## config.mk

```make
export PLATFORM = sky130hd
export DESIGN_NAME = snake_game_ctrl_flat
export DESIGN_NICKNAME = d
export VERILOG_FILES = /design/src/rtl/snake_game_ctrl_if.sv /design/src/rtl/snake_game_ctrl.sv /design/src/flat_wrapper.sv
export SDC_FILE = /design/constraint.sdc
export NUM_CORES = 1
export LEC_CHECK = 0
export ABC_AREA = 0
export CAP_MARGIN = 20
export CORE_MARGIN = 1
export CORE_UTILIZATION = 60
export DETAILED_ROUTE_END_ITERATION = 7
export HOLD_SLACK_MARGIN = 0.15
export PLACE_DENSITY = 0.8
export RECOVER_POWER = 25
export SLEW_MARGIN = 5
export SYNTH_ARGS = -nofsm -noshare
export SYNTH_HDL_FRONTEND = slang
export SYNTH_SLANG_ARGS = --single-unit
```

## constraint.sdc

```tcl
create_clock -name clk -period 3.4 [get_ports clk]
set_input_delay 1.02 -clock clk [delete_from_list [all_inputs] [get_ports clk]]
set_output_delay 1.02 -clock clk [all_outputs]
set_load 0.05 [all_outputs]
```

## src/rtl/snake_game_ctrl_if.sv

```systemverilog
// Player/datapath handshake bundle for the snake game sequencer.
// Latency: none, pure wiring.
// Backpressure: none; all signals are level or single-cycle pulse.
interface snake_game_ctrl_if #(
  parameter int BIT = 10
);
  logic           btn_up;
  logic           btn_down;
  logic           btn_left;
  logic           btn_right;
  logic           btn_start;
  logic           frame_tick;
  logic [BIT-1:0] head_x;
  logic [BIT-1:0] head_y;
  logic [2:0]     direction;
  logic [1:0]     game_state;
  logic [7:0]     score;

  // Environment side: buttons, frame timing and head position in, game outputs back.
  modport master (
    output btn_up, btn_down, btn_left, btn_right, btn_start,
    output frame_tick, head_x, head_y,
    input  direction, game_state, score
  );

  // Controller side.
  modport slave (
    input  btn_up, btn_down, btn_left, btn_right, btn_start,
    input  frame_tick, head_x, head_y,
    output direction, game_state, score
  );
endinterface

```

## src/rtl/snake_game_ctrl.sv

```systemverilog
// Snake game sequencer: button sync/debounce, START/PLAY/PAUSE/GAME_OVER FSM, wall collision, score.
// Latency: outputs registered, 1 clk after tick/press; button press pulse ~DB_CYCLES+2 clks after input settles.
// Backpressure: none; frame_tick and button presses are consumed the cycle they occur.
module snake_game_ctrl #(
  parameter int BIT       = 10,
  parameter int H_RES     = 640,
  parameter int V_RES     = 480,
  parameter int SIZE      = 25,
  parameter int SPEED     = 35,
  parameter int DB_CYCLES = 250000,
  parameter int GO_FRAMES = 120
) (
  input  logic             clk,
  input  logic             reset,
  snake_game_ctrl_if.slave bus
);

  typedef enum logic [1:0] {
    ST_START     = 2'b00,
    ST_PLAY      = 2'b01,
    ST_PAUSE     = 2'b10,
    ST_GAME_OVER = 2'b11
  } state_t;

  typedef enum logic [2:0] {
    DIR_IDLE  = 3'b000,
    DIR_UP    = 3'b001,
    DIR_DOWN  = 3'b010,
    DIR_LEFT  = 3'b011,
    DIR_RIGHT = 3'b100
  } dir_t;

  localparam int W  = BIT + 1;
  localparam int CW = $clog2(DB_CYCLES + 1);
  localparam int GW = $clog2(GO_FRAMES + 1);

  localparam logic [CW-1:0] DB_LAST = CW'(DB_CYCLES - 1);
  localparam logic [CW-1:0] DB_ONE  = CW'(1);
  localparam logic [GW-1:0] GO_LAST = GW'(GO_FRAMES - 1);
  localparam logic [GW-1:0] GO_ONE  = GW'(1);
  localparam logic [W-1:0]  SPD     = W'(SPEED);
  localparam logic [W-1:0]  SZ      = W'(SIZE);
  localparam logic [W-1:0]  HR      = W'(H_RES);
  localparam logic [W-1:0]  VR      = W'(V_RES);

  // Button bit order: {start, right, left, down, up}
  localparam int B_UP    = 0;
  localparam int B_DOWN  = 1;
  localparam int B_LEFT  = 2;
  localparam int B_RIGHT = 3;
  localparam int B_START = 4;

  logic [4:0]    btn_raw;
  logic [4:0]    sync1, sync2, db_lvl, press;
  logic [CW-1:0] db_cnt [5];

  state_t        st_q, st_n;
  dir_t          dir_q, dir_n, pend_q, pend_n, saved_q, saved_n;
  logic [7:0]    score_q, score_n;
  logic [GW-1:0] go_q, go_n;

  dir_t          req_dir, commit_dir;
  logic          req_vld, accept, collide;
  logic [W-1:0]  hx, hy;

  assign btn_raw = {bus.btn_start, bus.btn_right, bus.btn_left, bus.btn_down, bus.btn_up};
  assign hx      = {1'b0, bus.head_x};
  assign hy      = {1'b0, bus.head_y};

  function automatic dir_t reverse_of(input dir_t d);
    case (d)
      DIR_UP:    reverse_of = DIR_DOWN;
      DIR_DOWN:  reverse_of = DIR_UP;
      DIR_LEFT:  reverse_of = DIR_RIGHT;
      DIR_RIGHT: reverse_of = DIR_LEFT;
      default:   reverse_of = DIR_IDLE;
    endcase
  endfunction

  // Two-flop synchronisers, per-button debounce counters and debounced rising-edge press pulses.
  always_ff @(posedge clk) begin
    if (reset) begin
      sync1  <= '0;
      sync2  <= '0;
      db_lvl <= '0;
      press  <= '0;
      for (int i = 0; i < 5; i++) db_cnt[i] <= '0;
    end else begin
      sync1 <= btn_raw;
      sync2 <= sync1;
      for (int i = 0; i < 5; i++) begin
        press[i] <= 1'b0;
        if (sync2[i] != db_lvl[i]) begin
          if (db_cnt[i] == DB_LAST) begin
            db_lvl[i] <= sync2[i];
            db_cnt[i] <= '0;
            press[i]  <= sync2[i];
          end else begin
            db_cnt[i] <= db_cnt[i] + DB_ONE;
          end
        end else begin
          db_cnt[i] <= '0;
        end
      end
    end
  end

  // Direction request: fixed priority UP > DOWN > LEFT > RIGHT; reverse of committed direction is refused.
  always_comb begin
    req_vld = 1'b1;
    req_dir = DIR_IDLE;
    if (press[B_UP])         req_dir = DIR_UP;
    else if (press[B_DOWN])  req_dir = DIR_DOWN;
    else if (press[B_LEFT])  req_dir = DIR_LEFT;
    else if (press[B_RIGHT]) req_dir = DIR_RIGHT;
    else                     req_vld = 1'b0;
    accept     = req_vld && (req_dir != reverse_of(dir_q));
    commit_dir = accept ? req_dir : pend_q;
  end

  // Wall check for the direction about to be committed; one extra bit so sums never wrap.
  always_comb begin
    collide = 1'b0;
    case (commit_dir)
      DIR_UP:    collide = hy < SPD;
      DIR_DOWN:  collide = (hy + SPD + SZ) > VR;
      DIR_LEFT:  collide = hx < SPD;
      DIR_RIGHT: collide = (hx + SPD + SZ) > HR;
      default:   collide = 1'b0;
    endcase
  end

  // Game state register and all registered outputs.
  always_ff @(posedge clk) begin
    if (reset) begin
      st_q    <= ST_START;
      dir_q   <= DIR_IDLE;
      pend_q  <= DIR_IDLE;
      saved_q <= DIR_IDLE;
      score_q <= '0;
      go_q    <= '0;
    end else begin
      st_q    <= st_n;
      dir_q   <= dir_n;
      pend_q  <= pend_n;
      saved_q <= saved_n;
      score_q <= score_n;
      go_q    <= go_n;
    end
  end

  // Next-state logic; a tick in PLAY is fully processed before a same-cycle pause request.
  always_comb begin
    st_n    = st_q;
    dir_n   = dir_q;
    pend_n  = pend_q;
    saved_n = saved_q;
    score_n = score_q;
    go_n    = go_q;
    case (st_q)
      ST_START: begin
        dir_n = DIR_IDLE;
        if (press[B_START]) begin
          st_n    = ST_PLAY;
          score_n = '0;
          pend_n  = DIR_IDLE;
          go_n    = '0;
        end
      end
      ST_PLAY: begin
        if (accept) pend_n = req_dir;
        if (bus.frame_tick) begin
          if (collide) begin
            st_n  = ST_GAME_OVER;
            dir_n = DIR_IDLE;
            go_n  = '0;
          end else begin
            dir_n  = commit_dir;
            pend_n = commit_dir;
            if (commit_dir != DIR_IDLE && score_q != 8'hFF) score_n = score_q + 8'd1;
          end
        end
        if (press[B_START] && !(bus.frame_tick && collide)) begin
          st_n    = ST_PAUSE;
          saved_n = bus.frame_tick ? commit_dir : dir_q;
          dir_n   = DIR_IDLE;
        end
      end
      ST_PAUSE: begin
        if (press[B_START]) begin
          st_n   = ST_PLAY;
          dir_n  = saved_q;
          pend_n = saved_q;
        end
      end
      default: begin
        dir_n = DIR_IDLE;
        if (bus.frame_tick) begin
          if (go_q == GO_LAST) begin
            st_n = ST_START;
            go_n = '0;
          end else begin
            go_n = go_q + GO_ONE;
          end
        end
      end
    endcase
  end

  assign bus.direction  = dir_q;
  assign bus.game_state = st_q;
  assign bus.score      = score_q;

endmodule

```

## src/flat_wrapper.sv

```systemverilog
// flat-port wrapper written by rule: the top's interface ports become plain ports
module snake_game_ctrl_flat 
#(
  parameter int BIT       = 10,
  parameter int H_RES     = 640,
  parameter int V_RES     = 480,
  parameter int SIZE      = 25,
  parameter int SPEED     = 35,
  parameter int DB_CYCLES = 250000,
  parameter int GO_FRAMES = 120
)
  (clk, reset, bus_btn_up, bus_btn_down, bus_btn_left, bus_btn_right, bus_btn_start, bus_frame_tick, bus_head_x, bus_head_y, bus_direction, bus_game_state, bus_score);
  snake_game_ctrl_if #(.BIT(BIT)) bus_i ();
  input  logic clk;
  input  logic reset;
  input wire logic [$bits(bus_i.btn_up)-1:0] bus_btn_up;
  input wire logic [$bits(bus_i.btn_down)-1:0] bus_btn_down;
  input wire logic [$bits(bus_i.btn_left)-1:0] bus_btn_left;
  input wire logic [$bits(bus_i.btn_right)-1:0] bus_btn_right;
  input wire logic [$bits(bus_i.btn_start)-1:0] bus_btn_start;
  input wire logic [$bits(bus_i.frame_tick)-1:0] bus_frame_tick;
  input wire logic [$bits(bus_i.head_x)-1:0] bus_head_x;
  input wire logic [$bits(bus_i.head_y)-1:0] bus_head_y;
  output wire logic [$bits(bus_i.direction)-1:0] bus_direction;
  output wire logic [$bits(bus_i.game_state)-1:0] bus_game_state;
  output wire logic [$bits(bus_i.score)-1:0] bus_score;
  assign bus_i.btn_up = bus_btn_up;
  assign bus_i.btn_down = bus_btn_down;
  assign bus_i.btn_left = bus_btn_left;
  assign bus_i.btn_right = bus_btn_right;
  assign bus_i.btn_start = bus_btn_start;
  assign bus_i.frame_tick = bus_frame_tick;
  assign bus_i.head_x = bus_head_x;
  assign bus_i.head_y = bus_head_y;
  assign bus_direction = bus_i.direction;
  assign bus_game_state = bus_i.game_state;
  assign bus_score = bus_i.score;
  snake_game_ctrl #(.BIT(BIT), .H_RES(H_RES), .V_RES(V_RES), .SIZE(SIZE), .SPEED(SPEED), .DB_CYCLES(DB_CYCLES), .GO_FRAMES(GO_FRAMES)) u_core (.clk(clk), .reset(reset), .bus(bus_i));
endmodule
```

==> metrics.txt, run 1 <==
# TYPE chip_impl_metric gauge
chip_impl_metric{name="clk_path_buf_depth",unit=""} 2
chip_impl_info{name="mostFrequentLayoutCells",value="sky130_fd_sc_hd__nor2_1 (144), sky130_fd_sc_hd__edfxtp_1 (90), sky130_fd_sc_hd__conb_1 (90), sky130_fd_sc_hd__nand3_1 (54), sky130_fd_sc_hd__dfxtp_1 (46)"} 1
chip_impl_metric{name="synthArstFlopShare",unit="%"} 0
chip_impl_metric{name="drtPass1Iterations",unit=""} 8
chip_impl_metric{name="rows",unit=""} 39
chip_impl_metric{name="ctsResizeCount",unit=""} 0
chip_impl_metric{name="finalSetupViolCount",unit=""} 0
chip_impl_info{name="rsz_0062_raised_after_global_routing",value="no"} 1
chip_impl_metric{name="finalWeightedCongestion",unit=""} 0.916
chip_impl_metric{name="globalRouteOverflowTotal",unit=""} 0
chip_impl_metric{name="placed_cells_incl_taps",unit=""} 1023
chip_impl_info{name="synth_top_family_by_area",value="simple AND/OR/NAND/NOR gates"} 1
chip_impl_metric{name="leakage_dissipation",unit="nW"} 3.12
chip_impl_metric{name="synth-adder-area-share",unit="%"} 1.89
chip_impl_metric{name="number_of_synthesized_register_bits",unit=""} 136
chip_impl_metric{name="cts_max_level",unit=""} 4
chip_impl_metric{name="finish.cell_count_without_fillers",unit=""} 1055
chip_impl_info{name="ys_dominant_reg_cell",value="sky130_fd_sc_hd__edfxtp_1"} 1
chip_impl_metric{name="post_synthesis_xor_xnor_area_fraction",unit="%"} 9.48
chip_impl_metric{name="fp.dieArea",unit="um2"} 12600
chip_impl_info{name="root_cell_of_the_clock_tree",value="sky130_fd_sc_hd__clkbuf_16"} 1
chip_impl_metric{name="drt-wirelength-per-cell",unit="um"} 13.8
chip_impl_metric{name="via_count",unit=""} 5860
chip_impl_metric{name="cts_made_buffers",unit=""} 17
chip_impl_metric{name="synth.cell_area",unit="um2"} 7300
chip_impl_metric{name="finish.instance_area",unit="um2"} 8780
chip_impl_metric{name="dp.final_hpwl",unit="um"} 10400
chip_impl_metric{name="io_buffer_count",unit=""} 40
chip_impl_metric{name="yosysSeqAreaShare",unit="%"} 49.6
chip_impl_metric{name="yosysTopAreaCellShare",unit="%"} 37.0
chip_impl_metric{name="max_slew.worst_pin.slew",unit="ps"} 1160
chip_impl_info{name="startpoint_type",value="flop"} 1
chip_impl_info{name="critical_path.cell_chain",value="or4_4 > a31oi_4 > nor2_2 > or3_4 > a31oi_1 > mux2i_1 > buf_4 > o21ai_2 > nand2_1 > a311oi_1"} 1
chip_impl_metric{name="synth-compound-area-share",unit="%"} 10.7
chip_impl_metric{name="cp.arrival",unit="ps"} 3510
chip_impl_metric{name="fin_nets",unit=""} 938
chip_impl_info{name="setup.worst_path.end_class",value="flop"} 1
chip_impl_info{name="yosysTopAreaCell",value="sky130_fd_sc_hd__edfxtp_1"} 1
chip_impl_metric{name="grt_pass1_wl",unit="um"} 24700
chip_impl_metric{name="antenna_left",unit=""} 0
chip_impl_metric{name="syn-mean-instance-area",unit="um2"} 9.61
chip_impl_metric{name="yosys-mux-area-fraction",unit="%"} 0.960
chip_impl_metric{name="remaining_drcs",unit=""} 6
chip_impl_metric{name="period_minus_slack",unit="ps"} 3210
chip_impl_info{name="cts_tree",value="yes"} 1
chip_impl_info{name="crit_start",value="u_core.bus.direction[0]"} 1
chip_impl_info{name="synth.area.top_cells",value="sky130_fd_sc_hd__edfxtp_1 (37%), sky130_fd_sc_hd__dfxtp_1 (13%), sky130_fd_sc_hd__nor2_1 (7.4%)"} 1
chip_impl_metric{name="timing.clock.skew",unit="ps"} 4.40
chip_impl_metric{name="max-vdd-ir-drop",unit="uV"} 407
chip_impl_metric{name="die_width",unit="um"} 112
chip_impl_info{name="criticalPathCategory",value="flop to flop"} 1
chip_impl_info{name="violations",value="DRC"} 1
chip_impl_metric{name="final_hold_viol_count",unit=""} 0
chip_impl_metric{name="start_util",unit="%"} 62.9
chip_impl_metric{name="power_density",unit="nW/um2"} 444
chip_impl_metric{name="initial_antenna_violation_count",unit=""} 0
chip_impl_metric{name="post_synth_num_cell_types",unit=""} 67
chip_impl_metric{name="synth_enable_flop_cells",unit=""} 90
chip_impl_metric{name="first_global_vias",unit=""} 5645
chip_impl_info{name="r2r-start",value="u_core.bus.direction[0]"} 1
chip_impl_metric{name="timing.final.crit_share",unit="%"} 94.3
chip_impl_metric{name="timing.final.max_slew_violations",unit=""} 0
chip_impl_metric{name="antenna_diode_instance_count",unit=""} 0
chip_impl_metric{name="path_max_fanout",unit=""} 9
chip_impl_metric{name="viasPerCell",unit=""} 5.55
chip_impl_metric{name="wl",unit="um"} 14600
chip_impl_metric{name="maxCapViolations",unit=""} 0
chip_impl_metric{name="die_height",unit="um"} 112
chip_impl_metric{name="initialDrtViolationCount",unit=""} 433
chip_impl_metric{name="timing.fmax",unit="MHz"} 312
chip_impl_metric{name="netlist_instances",unit=""} 760
chip_impl_metric{name="critical_path_required",unit="ps"} 3700
chip_impl_info{name="min_from",value="u_core.sync1[1]"} 1
chip_impl_metric{name="placement.cell_area",unit="um2"} 8210
chip_impl_metric{name="final_layout_size_suffix_gt1_share",unit="%"} 5.59
chip_impl_info{name="status",value="finished with violations"} 1
chip_impl_metric{name="largest_net_degree_at_the_start_of_global_routing",unit=""} 27
chip_impl_metric{name="timing.critical_path.slowest_cell_delay",unit="ps"} 550
chip_impl_metric{name="cts_setup_buffers",unit=""} 0
chip_impl_metric{name="tritoncts_num_sinks",unit=""} 136
chip_impl_metric{name="core_region_area",unit="um2"} 11600
chip_impl_metric{name="max_slew_margin",unit="%"} 23.0
chip_impl_metric{name="worst_setup_hold_path_clk_slew",unit="ps"} 60
chip_impl_info{name="hp-class",value="flop to flop"} 1
chip_impl_metric{name="syn_to_final_growth",unit="%"} 20.3
chip_impl_info{name="slowest_stage",value="sky130_fd_sc_hd__or4_4"} 1
chip_impl_metric{name="floorplan.io_pins",unit=""} 41
chip_impl_metric{name="design_power_total",unit="mW"} 3.90
chip_impl_metric{name="grt_usage",unit="%"} 24.4
chip_impl_metric{name="clkLatencyLatePin",unit="ps"} 420
chip_impl_info{name="layout.cells.most_common",value="sky130_fd_sc_hd__nor2_1"} 1
chip_impl_metric{name="synth_warnings",unit=""} 0
chip_impl_metric{name="post_synth_and_or_nand_nor_area_fraction",unit="%"} 24.9
chip_impl_metric{name="hold_fix_buffers_cts",unit=""} 0
-- area by class of cell --
type                       instances  area, um2
inverter                          21       78.8
timing repair buffer              52        487
multi-input combinational        671       3840
fill                             813       2830
clock buffer                      27        544
sequential                       136       3620
tap                              143        179
clock inverter                     5       31.3
-- critical path: cells and delay by family (launching register included) --
kind / cells / cell delay [ps]
multiplexers: 1 / 130
AO/OA/AOI/OAI: 4 / 1150
flip-flops: 1 / 390
buffers and inverters: 1 / 170
AND/OR/NAND/NOR: 4 / 1250
-- flip-flops by register name (all words and copies together) (netlist names) --
name	flops
u_core.db_cnt	90
u_core.bus.score	8
u_core.go_q	7
u_core.db_lvl	5
u_core.press	5
u_core.sync1	5
u_core.sync2	5
u_core.bus.direction	3
u_core.pend_q	3
u_core.saved_q	3
u_core.bus.game_state	2
-- final timing paths --
path,end,slack [ps],depth (start not counted)
min reg2reg,u_core.sync2[1],430,1
min,u_core.sync2[1],430,1
max reg2reg,u_core.go_q[2],190,10
max,u_core.go_q[2],190,10
-- metrics by stage --
step                TNS, ps  worst slack [ps]  hold WS (ps)  utilization [%]
finish                    0               195           432             75.6
global route              0              10.9           453             75.6
CTS                       0               250           435             75.7
detailed placement    -2140              -177           422             70.7
global placement      -1140              -123           417             70.7
floorplan                 0               173           414                -
-- cell families (layout without fill, tap and decap cells) --
logic type | count (synthesis) | in the layout
other | 1 | 90
and+or+nand+nor | 368 | 368
xor gates and xnor gates | 79 | 79
adders and majority gates | 11 | 11
AOI/OAI and AO/OA | 116 | 116
DFF | 136 | 136
buffers and inverters | 42 | 105
muxes | 7 | 7
-- synth_stat cells (3+ instances only) --
master,n
sky130_fd_sc_hd__o31ai_1,5
sky130_fd_sc_hd__o21a_1,3
sky130_fd_sc_hd__a311oi_1,3
sky130_fd_sc_hd__and3_1,19
sky130_fd_sc_hd__nor2b_1,13
sky130_fd_sc_hd__nand3_1,54
sky130_fd_sc_hd__mux2i_1,7
sky130_fd_sc_hd__nor3b_1,4
sky130_fd_sc_hd__nor4_1,7
sky130_fd_sc_hd__nor4b_1,10
sky130_fd_sc_hd__nand2_1,43
sky130_fd_sc_hd__nor3_1,13
sky130_fd_sc_hd__inv_1,21
sky130_fd_sc_hd__or4_1,4
sky130_fd_sc_hd__a31oi_1,5
sky130_fd_sc_hd__xnor2_1,40
sky130_fd_sc_hd__and2_1,3
sky130_fd_sc_hd__nand4_1,18
sky130_fd_sc_hd__clkbuf_1,17
sky130_fd_sc_hd__ha_1,11
sky130_fd_sc_hd__or3_1,16
sky130_fd_sc_hd__o21ai_1,6
sky130_fd_sc_hd__xor2_1,39
sky130_fd_sc_hd__edfxtp_1,90
sky130_fd_sc_hd__a22oi_1,3
sky130_fd_sc_hd__dfxtp_1,46
sky130_fd_sc_hd__nor2_1,144
sky130_fd_sc_hd__o22ai_1,5
sky130_fd_sc_hd__nand2b_1,5
sky130_fd_sc_hd__o21ai_0,18
sky130_fd_sc_hd__a21oi_1,40
-- power breakdown --
| group | internal, mW | total [mW] | switching, mW | leakage [nW] |
|---|---|---|---|---|
| Combinational | 0.109 | 0.266 | 0.157 | 1.54 |
| Clock | 1.09 | 1.75 | 0.664 | 0.281 |
| Sequential | 1.82 | 1.88 | 0.0575 | 1.30 |
-- layer usage --
layer  part of all wire [%]  global-route usage, %
met5                      0                      0
met4                    1.6                   9.96
met3                    4.9                   6.64
met2                     49                   41.3
met1                     44                   29.6
Note: power is estimated with default switching activity, not from simulation.
==> inputs of run 2 (changes only) <==
--- a/config.mk
+++ b/config.mk
@@ -7,6 +7,7 @@
 export LEC_CHECK = 0
 export ABC_AREA = 0
 export CAP_MARGIN = 20
+export CORE_ASPECT_RATIO = 0.75
 export CORE_MARGIN = 1
 export CORE_UTILIZATION = 60
 export DETAILED_ROUTE_END_ITERATION = 7
==> run 2 against run 1 <==
Compared with the run above:
- the flow now finishes without violations
- global-route usage increased by 1.3 points
- first-iteration DRC count shrank 27%
- cell area up 0.14%
- total power rose by 1.1%
- clock power increased by 2%
- worst hold slack improved by 1.2 ps
- sequential power is essentially flat
- routed wire length grew 3.4%
- via count increased by 1.7%
- core utilization is 0.72 points lower
- die area hardly changed
- fmax down 0.20%
==> metrics.txt, run 2 (same netlist as run 1, synthesis figures left out) <==
# TYPE chip_impl_metric gauge
chip_impl_metric{name="worst_setup_hold_path_clk_slew",unit="ps"} 60
chip_impl_metric{name="tritoncts_num_sinks",unit=""} 136
chip_impl_metric{name="finish.instance_area",unit="um2"} 8800
chip_impl_metric{name="wl",unit="um"} 15100
chip_impl_info{name="status",value="finished clean"} 1
chip_impl_info{name="rsz_0062_raised_after_global_routing",value="no"} 1
chip_impl_metric{name="fin_nets",unit=""} 937
chip_impl_info{name="setup.worst_path.end_class",value="flop"} 1
chip_impl_metric{name="maxCapViolations",unit=""} 0
chip_impl_metric{name="placement.cell_area",unit="um2"} 8230
chip_impl_metric{name="ff2ff_setup_slack",unit="ps"} 190
chip_impl_metric{name="final-seq-area",unit="um2"} 3620
chip_impl_metric{name="floorplan.io_pins",unit=""} 41
chip_impl_metric{name="drt-wirelength-per-cell",unit="um"} 14.0
chip_impl_metric{name="start_util",unit="%"} 62.2
chip_impl_info{name="top_register",value="u_core.db_cnt"} 1
chip_impl_metric{name="largest_net_degree_at_the_start_of_global_routing",unit=""} 19
chip_impl_metric{name="antenna_diode_instance_count",unit=""} 0
chip_impl_metric{name="largest_register_ff_count",unit=""} 90
chip_impl_metric{name="leakage_dissipation",unit="nW"} 3.11
chip_impl_metric{name="timing.final.max_slew_violations",unit=""} 0
chip_impl_info{name="worst_hold_path.endpoint",value="u_core.sync2[0]"} 1
chip_impl_metric{name="path_max_fanout",unit=""} 9
chip_impl_info{name="cts_tree",value="yes"} 1
chip_impl_metric{name="timing.final.crit_share",unit="%"} 94.5
chip_impl_metric{name="reg2regPathDepth",unit=""} 10
chip_impl_metric{name="finalCoreUtilization",unit="%"} 74.9
chip_impl_info{name="root_cell_of_the_clock_tree",value="sky130_fd_sc_hd__clkbuf_16"} 1
chip_impl_info{name="mostFrequentLayoutCells",value="sky130_fd_sc_hd__nor2_1 (144), sky130_fd_sc_hd__edfxtp_1 (90), sky130_fd_sc_hd__conb_1 (90), sky130_fd_sc_hd__nand3_1 (54), sky130_fd_sc_hd__dfxtp_1 (46)"} 1
chip_impl_info{name="r2r-start",value="u_core.bus.direction[0]"} 1
chip_impl_metric{name="rows",unit=""} 34
chip_impl_metric{name="initialDrtViolationCount",unit=""} 317
chip_impl_metric{name="final_hold_viol_count",unit=""} 0
chip_impl_info{name="capture_instance_of_the_worst_register_to_register_path",value="u_core.go_q[1]"} 1
chip_impl_info{name="min_from",value="u_core.sync1[0]"} 1
chip_impl_metric{name="placed_cells_incl_taps",unit=""} 1041
chip_impl_metric{name="power_density",unit="nW/um2"} 448
chip_impl_metric{name="final_layout_size_suffix_gt1_share",unit="%"} 5.49
chip_impl_metric{name="remaining_drcs",unit=""} 0
chip_impl_metric{name="fillers",unit=""} 824
chip_impl_metric{name="dp.final_hpwl",unit="um"} 10500
chip_impl_metric{name="first_global_vias",unit=""} 5854
chip_impl_info{name="criticalPathCategory",value="flop to flop"} 1
chip_impl_metric{name="grt_pass1_wl",unit="um"} 25700
chip_impl_metric{name="clkLatencyLatePin",unit="ps"} 420
chip_impl_metric{name="grt_usage",unit="%"} 25.7
chip_impl_info{name="hp-class",value="flop to flop"} 1
chip_impl_info{name="startpoint_type",value="flop"} 1
chip_impl_metric{name="cp.arrival",unit="ps"} 3510
chip_impl_metric{name="max_slew.worst_pin.slew",unit="ps"} 696
chip_impl_metric{name="finish.cell_count_without_fillers",unit=""} 1073
chip_impl_metric{name="die_width",unit="um"} 129
chip_impl_metric{name="drtPass1Iterations",unit=""} 5
chip_impl_metric{name="finalWeightedCongestion",unit=""} 0.906
chip_impl_metric{name="cts_made_buffers",unit=""} 17
chip_impl_metric{name="fp.dieArea",unit="um2"} 12600
chip_impl_metric{name="multi_input_comb_area",unit="um2"} 3850
chip_impl_metric{name="globalRouteOverflowTotal",unit=""} 0
chip_impl_metric{name="period_minus_slack",unit="ps"} 3210
chip_impl_metric{name="finalSetupViolCount",unit=""} 0
chip_impl_metric{name="die_height",unit="um"} 97.5
chip_impl_metric{name="core_region_area",unit="um2"} 11700
chip_impl_metric{name="clk_path_buf_depth",unit=""} 2
chip_impl_info{name="layout.cells.most_common",value="sky130_fd_sc_hd__nor2_1"} 1
chip_impl_metric{name="max_slew_margin",unit="%"} 53.5
chip_impl_metric{name="antenna_left",unit=""} 0
chip_impl_metric{name="initial_antenna_violation_count",unit=""} 0
chip_impl_metric{name="hold_depth",unit=""} 1
chip_impl_metric{name="syn_to_final_growth",unit="%"} 20.5
chip_impl_metric{name="viasPerCell",unit=""} 5.55
chip_impl_metric{name="io_buffer_count",unit=""} 40
chip_impl_metric{name="via_count",unit=""} 5960
chip_impl_metric{name="cts_max_level",unit=""} 4
chip_impl_metric{name="timing.clock.skew",unit="ps"} 8.40
chip_impl_metric{name="max-vdd-ir-drop",unit="uV"} 417
chip_impl_metric{name="timing.fmax",unit="MHz"} 311
chip_impl_metric{name="design_power_total",unit="mW"} 3.94
chip_impl_metric{name="critical_path_required",unit="ps"} 3700
chip_impl_metric{name="cts_setup_buffers",unit=""} 0
[run 2: cell types whose count changed in the layout (fill, tap and decap cells not counted), sizes merged]
cell / before / now
clkinv: 2 / 8
bufinv: 0 / 2
buf: 11 / 8
clkbuf: 28 / 23
clkinvlp: 2 / 1
[run 2: layout make-up]
cell class / instances / share of cell area [%]
Inverter: 21 / 0.896
Multi-Input combinational cell: 671 / 43.7
Clock inverter: 12 / 1.44
Clock buffer: 20 / 5.08
Sequential cell: 136 / 41.2
Timing Repair Buffer: 51 / 5.36
Tap cell: 162 / 2.30
[run 2: how the worst max path moves through the flow]
stage                                        from             endpoint  slack (ps)  cells after the start
after global routing      u_core.bus.direction[1]  u_core.bus.score[7]          30                     10
final                     u_core.bus.direction[0]       u_core.go_q[1]         190                     10
after floorplan           u_core.bus.direction[2]  u_core.bus.score[0]         170                     11
after CTS                 u_core.bus.direction[0]       u_core.go_q[1]         160                     10
after global placement              bus_head_x[0]    u_core.saved_q[0]        -180                      9
after detailed placement            bus_head_x[0]    u_core.saved_q[0]        -210                      9
[run 2: per-layer routing]
metal,up-vias,wire [um],global-route usage (%)
met5,-,0,0
met4,0,334,12.6
met3,44,928,5.84
met2,189,6960,40.8
met1,2782,6830,32.9
li1,2945,-,-
[run 2: repair_timing]
item	4_1_cts	5_1_grt
hold buffers	0	0
gates resized for setup	0	2
endpoints found under the setup margin	0	2
[run 2: metrics by stage]
step                      setup slack, ps  hold slack (ps)  setup TNS (ps)
final                                 188              434               0
after global routing                 28.9              452               0
after CTS                             164              434               0
after detailed placement             -205              420           -2260
after global placement               -177              417           -1890
after floorplan                       173              414               0
[run 2: power breakdown]
part | leakage, nW | total (mW) | internal, mW | switching, mW
clock network | 0.282 | 1.79 | 1.10 | 0.697
registers | 1.30 | 1.88 | 1.82 | 0.0584
logic | 1.53 | 0.270 | 0.109 | 0.161
total | 3.11 | 3.94 | 3.02 | 0.916
[run 2: worst max-delay path, stage by stage, from the launching register on]
cell,delay (ps)
sky130_fd_sc_hd__dfxtp_1,400
sky130_fd_sc_hd__or4_4,560
sky130_fd_sc_hd__a31oi_4,200
sky130_fd_sc_hd__nor2_2,90
sky130_fd_sc_hd__or3_4,400
sky130_fd_sc_hd__a31oi_2,310
sky130_fd_sc_hd__mux2i_1,120
sky130_fd_sc_hd__buf_4,160
sky130_fd_sc_hd__o21ai_2,280
sky130_fd_sc_hd__nand2_1,220
sky130_fd_sc_hd__a211oi_1,360
==> inputs of run 3 (changes only) <==
--- a/config.mk
+++ b/config.mk
@@ -12,8 +12,9 @@
 export CORE_UTILIZATION = 60
 export DETAILED_ROUTE_END_ITERATION = 7
 export HOLD_SLACK_MARGIN = 0.15
-export PLACE_DENSITY = 0.8
+export PLACE_DENSITY = 0.79
 export RECOVER_POWER = 25
+export SETUP_SLACK_MARGIN = 0.1
 export SLEW_MARGIN = 5
 export SYNTH_ARGS = -nofsm -noshare
 export SYNTH_HDL_FRONTEND = slang
==> run 3 against run 2 <==
Compared with the run above:
- non-clock buffer count rose by 2
- cell area is 0.26% lower
- sequential cell count unchanged
==> metrics.txt, run 3 (same netlist as run 1, synthesis figures left out) <==
# TYPE chip_impl_metric gauge
chip_impl_info{name="setup.worst_path.end_class",value="flop"} 1
chip_impl_metric{name="fin_ws",unit="ps"} 231
chip_impl_metric{name="timing.final.max_slew_violations",unit=""} 0
chip_impl_info{name="hp-class",value="flop to flop"} 1
chip_impl_metric{name="antenna_left",unit=""} 0
chip_impl_metric{name="max_slew_margin",unit="%"} 50.3
chip_impl_metric{name="cts_made_buffers",unit=""} 17
chip_impl_info{name="slowest_stage",value="sky130_fd_sc_hd__or3_4"} 1
chip_impl_info{name="status",value="finished clean"} 1
chip_impl_info{name="critical_path.cell_chain",value="clkdlybuf4s50_1 > o21ai_0 > nand2_1 > a21o_1 > a311oi_1 > buf_4 > a2111oi_4 > or3_4 > or4_1 > a21oi_1"} 1
chip_impl_metric{name="floorplan.io_pins",unit=""} 41
chip_impl_metric{name="placement.cell_area",unit="um2"} 8240
chip_impl_metric{name="fin_nets",unit=""} 939
chip_impl_metric{name="first_global_vias",unit=""} 5715
chip_impl_metric{name="largest_net_degree_at_the_start_of_global_routing",unit=""} 19
chip_impl_metric{name="path_max_fanout",unit=""} 15
chip_impl_metric{name="max_slew.worst_pin.slew",unit="ps"} 745
chip_impl_metric{name="final_hold_viol_count",unit=""} 0
chip_impl_metric{name="grt_usage",unit="%"} 24.9
chip_impl_metric{name="use_met2",unit="%"} 39.2
chip_impl_metric{name="initial_antenna_violation_count",unit=""} 0
chip_impl_metric{name="critical_path_buf_inv_count",unit=""} 2
chip_impl_info{name="grt_most_used_layer",value="met2"} 1
chip_impl_metric{name="viasPerCell",unit=""} 5.57
chip_impl_metric{name="wl",unit="um"} 14900
chip_impl_info{name="cell_family_with_most_cp_delay",value="simple AND/OR/NAND/NOR gates"} 1
chip_impl_metric{name="start_util",unit="%"} 62.2
chip_impl_metric{name="design_power_total",unit="mW"} 3.85
chip_impl_metric{name="worst_setup_hold_path_clk_slew",unit="ps"} 60
chip_impl_info{name="criticalPathCategory",value="input port to flop"} 1
chip_impl_metric{name="finalCoreUtilization",unit="%"} 74.7
chip_impl_metric{name="drt-wirelength-per-cell",unit="um"} 13.9
chip_impl_metric{name="groute.layer.met3.usage",unit="%"} 4.24
chip_impl_metric{name="dp.final_hpwl",unit="um"} 10500
chip_impl_metric{name="finalWeightedCongestion",unit=""} 0.885
chip_impl_metric{name="timing.hold.ws",unit="ps"} 434
chip_impl_info{name="layout.cells.most_common",value="sky130_fd_sc_hd__nor2_1"} 1
chip_impl_metric{name="grt_pass1_wl",unit="um"} 25000
chip_impl_metric{name="leakage_dissipation",unit="nW"} 3.10
chip_impl_metric{name="cts_setup_buffers",unit=""} 0
chip_impl_info{name="startpoint_type",value="input port"} 1
chip_impl_metric{name="preCtsSetupSlack",unit="ps"} -207
chip_impl_metric{name="via_count",unit=""} 5993
chip_impl_metric{name="die_height",unit="um"} 97.5
chip_impl_metric{name="drtPass1Iterations",unit=""} 7
chip_impl_metric{name="cp.arrival",unit="ps"} 3520
chip_impl_metric{name="clkLatencyLatePin",unit="ps"} 420
chip_impl_metric{name="maxCapViolations",unit=""} 0
chip_impl_metric{name="critical_path_required",unit="ps"} 3750
chip_impl_metric{name="timing.fmax",unit="MHz"} 316
chip_impl_metric{name="groute.layer.met1.usage",unit="%"} 33.2
chip_impl_metric{name="antenna_diode_instance_count",unit=""} 0
chip_impl_metric{name="final_layout_size_suffix_gt1_share",unit="%"} 5.59
chip_impl_metric{name="period_minus_slack",unit="ps"} 3170
chip_impl_info{name="root_cell_of_the_clock_tree",value="sky130_fd_sc_hd__clkbuf_16"} 1
chip_impl_metric{name="hold_fix_buffers_cts",unit=""} 0
chip_impl_info{name="mostFrequentLayoutCells",value="sky130_fd_sc_hd__nor2_1 (144), sky130_fd_sc_hd__edfxtp_1 (90), sky130_fd_sc_hd__conb_1 (90), sky130_fd_sc_hd__nand3_1 (54), sky130_fd_sc_hd__dfxtp_1 (45)"} 1
chip_impl_metric{name="fp.dieArea",unit="um2"} 12600
chip_impl_metric{name="core_region_area",unit="um2"} 11700
chip_impl_metric{name="finish.instance_area",unit="um2"} 8770
chip_impl_metric{name="finalSetupViolCount",unit=""} 0
chip_impl_metric{name="rows",unit=""} 34
chip_impl_metric{name="initialDrtViolationCount",unit=""} 395
chip_impl_metric{name="clk_path_buf_depth",unit=""} 2
chip_impl_info{name="top_register",value="u_core.db_cnt"} 1
chip_impl_metric{name="remaining_drcs",unit=""} 0
chip_impl_metric{name="timing.critical_path.slowest_cell_delay",unit="ps"} 490
chip_impl_metric{name="cts_max_level",unit=""} 4
chip_impl_info{name="rsz_0062_raised_after_global_routing",value="no"} 1
chip_impl_metric{name="globalRouteOverflowTotal",unit=""} 0
chip_impl_metric{name="tritoncts_num_sinks",unit=""} 136
chip_impl_metric{name="timing.final.crit_share",unit="%"} 93.2
chip_impl_metric{name="power_density",unit="nW/um2"} 439
chip_impl_metric{name="die_width",unit="um"} 129
chip_impl_metric{name="max-vdd-ir-drop",unit="uV"} 322
chip_impl_metric{name="timing.clock.skew",unit="ps"} 10.6
chip_impl_metric{name="largest_register_ff_count",unit=""} 90
chip_impl_info{name="cts_tree",value="yes"} 1
chip_impl_metric{name="syn_to_final_growth",unit="%"} 20.2
chip_impl_metric{name="io_buffer_count",unit=""} 40
==> run 3: where the power goes <==
| part | switching, mW | total [mW] | internal [mW] |
|---|---|---|---|
| clock network | 0.711 | 1.71 | 0.997 |
| registers | 0.0587 | 1.88 | 1.82 |
| logic | 0.158 | 0.268 | 0.110 |
==> run 3: layout make-up <==
type | count | area [um2]
Timing Repair Buffer | 53 | 487
Sequential cell | 136 | 3620
Clock inverter | 13 | 106
Fill cell | 852 | 2970
Multi-Input combinational cell | 671 | 3840
Tap cell | 162 | 203
Clock buffer | 19 | 433
Inverter | 21 | 78.8
==> run 3: path summary, 6_finish.rpt <==
kind	from	to	slack, ps	depth (start not counted)
hold / removal	u_core.sync1[2]	u_core.sync2[2]	430	1
hold reg to reg	u_core.sync1[2]	u_core.sync2[2]	430	1
setup reg to reg	u_core.bus.direction[0]	u_core.go_q[6]	250	10
setup / recovery	bus_head_y[1]	u_core.bus.score[7]	230	10
==> run 3: what timing repair did <==
action,4_1_cts,5_1_grt
endpoints found under the setup margin,0,14
gates resized for setup,0,3
hold endpoints to repair,0,0
==> run 3: per-layer routing <==
metal  up-vias  wire, um
li1       2940         -
met1      2831      6990
met2       193      6890
met3        29       819
met4         0       231
met5         -         0
==> run 3: per-stage QoR <==
step,setup TNS [ps],std cells
3_3_place_gp,-995,1043
6_report,0,1075
4_1_cts,0,1075
5_1_grt,0,1075
2_1_floorplan,0,849
3_5_place_dp,-3040,1043
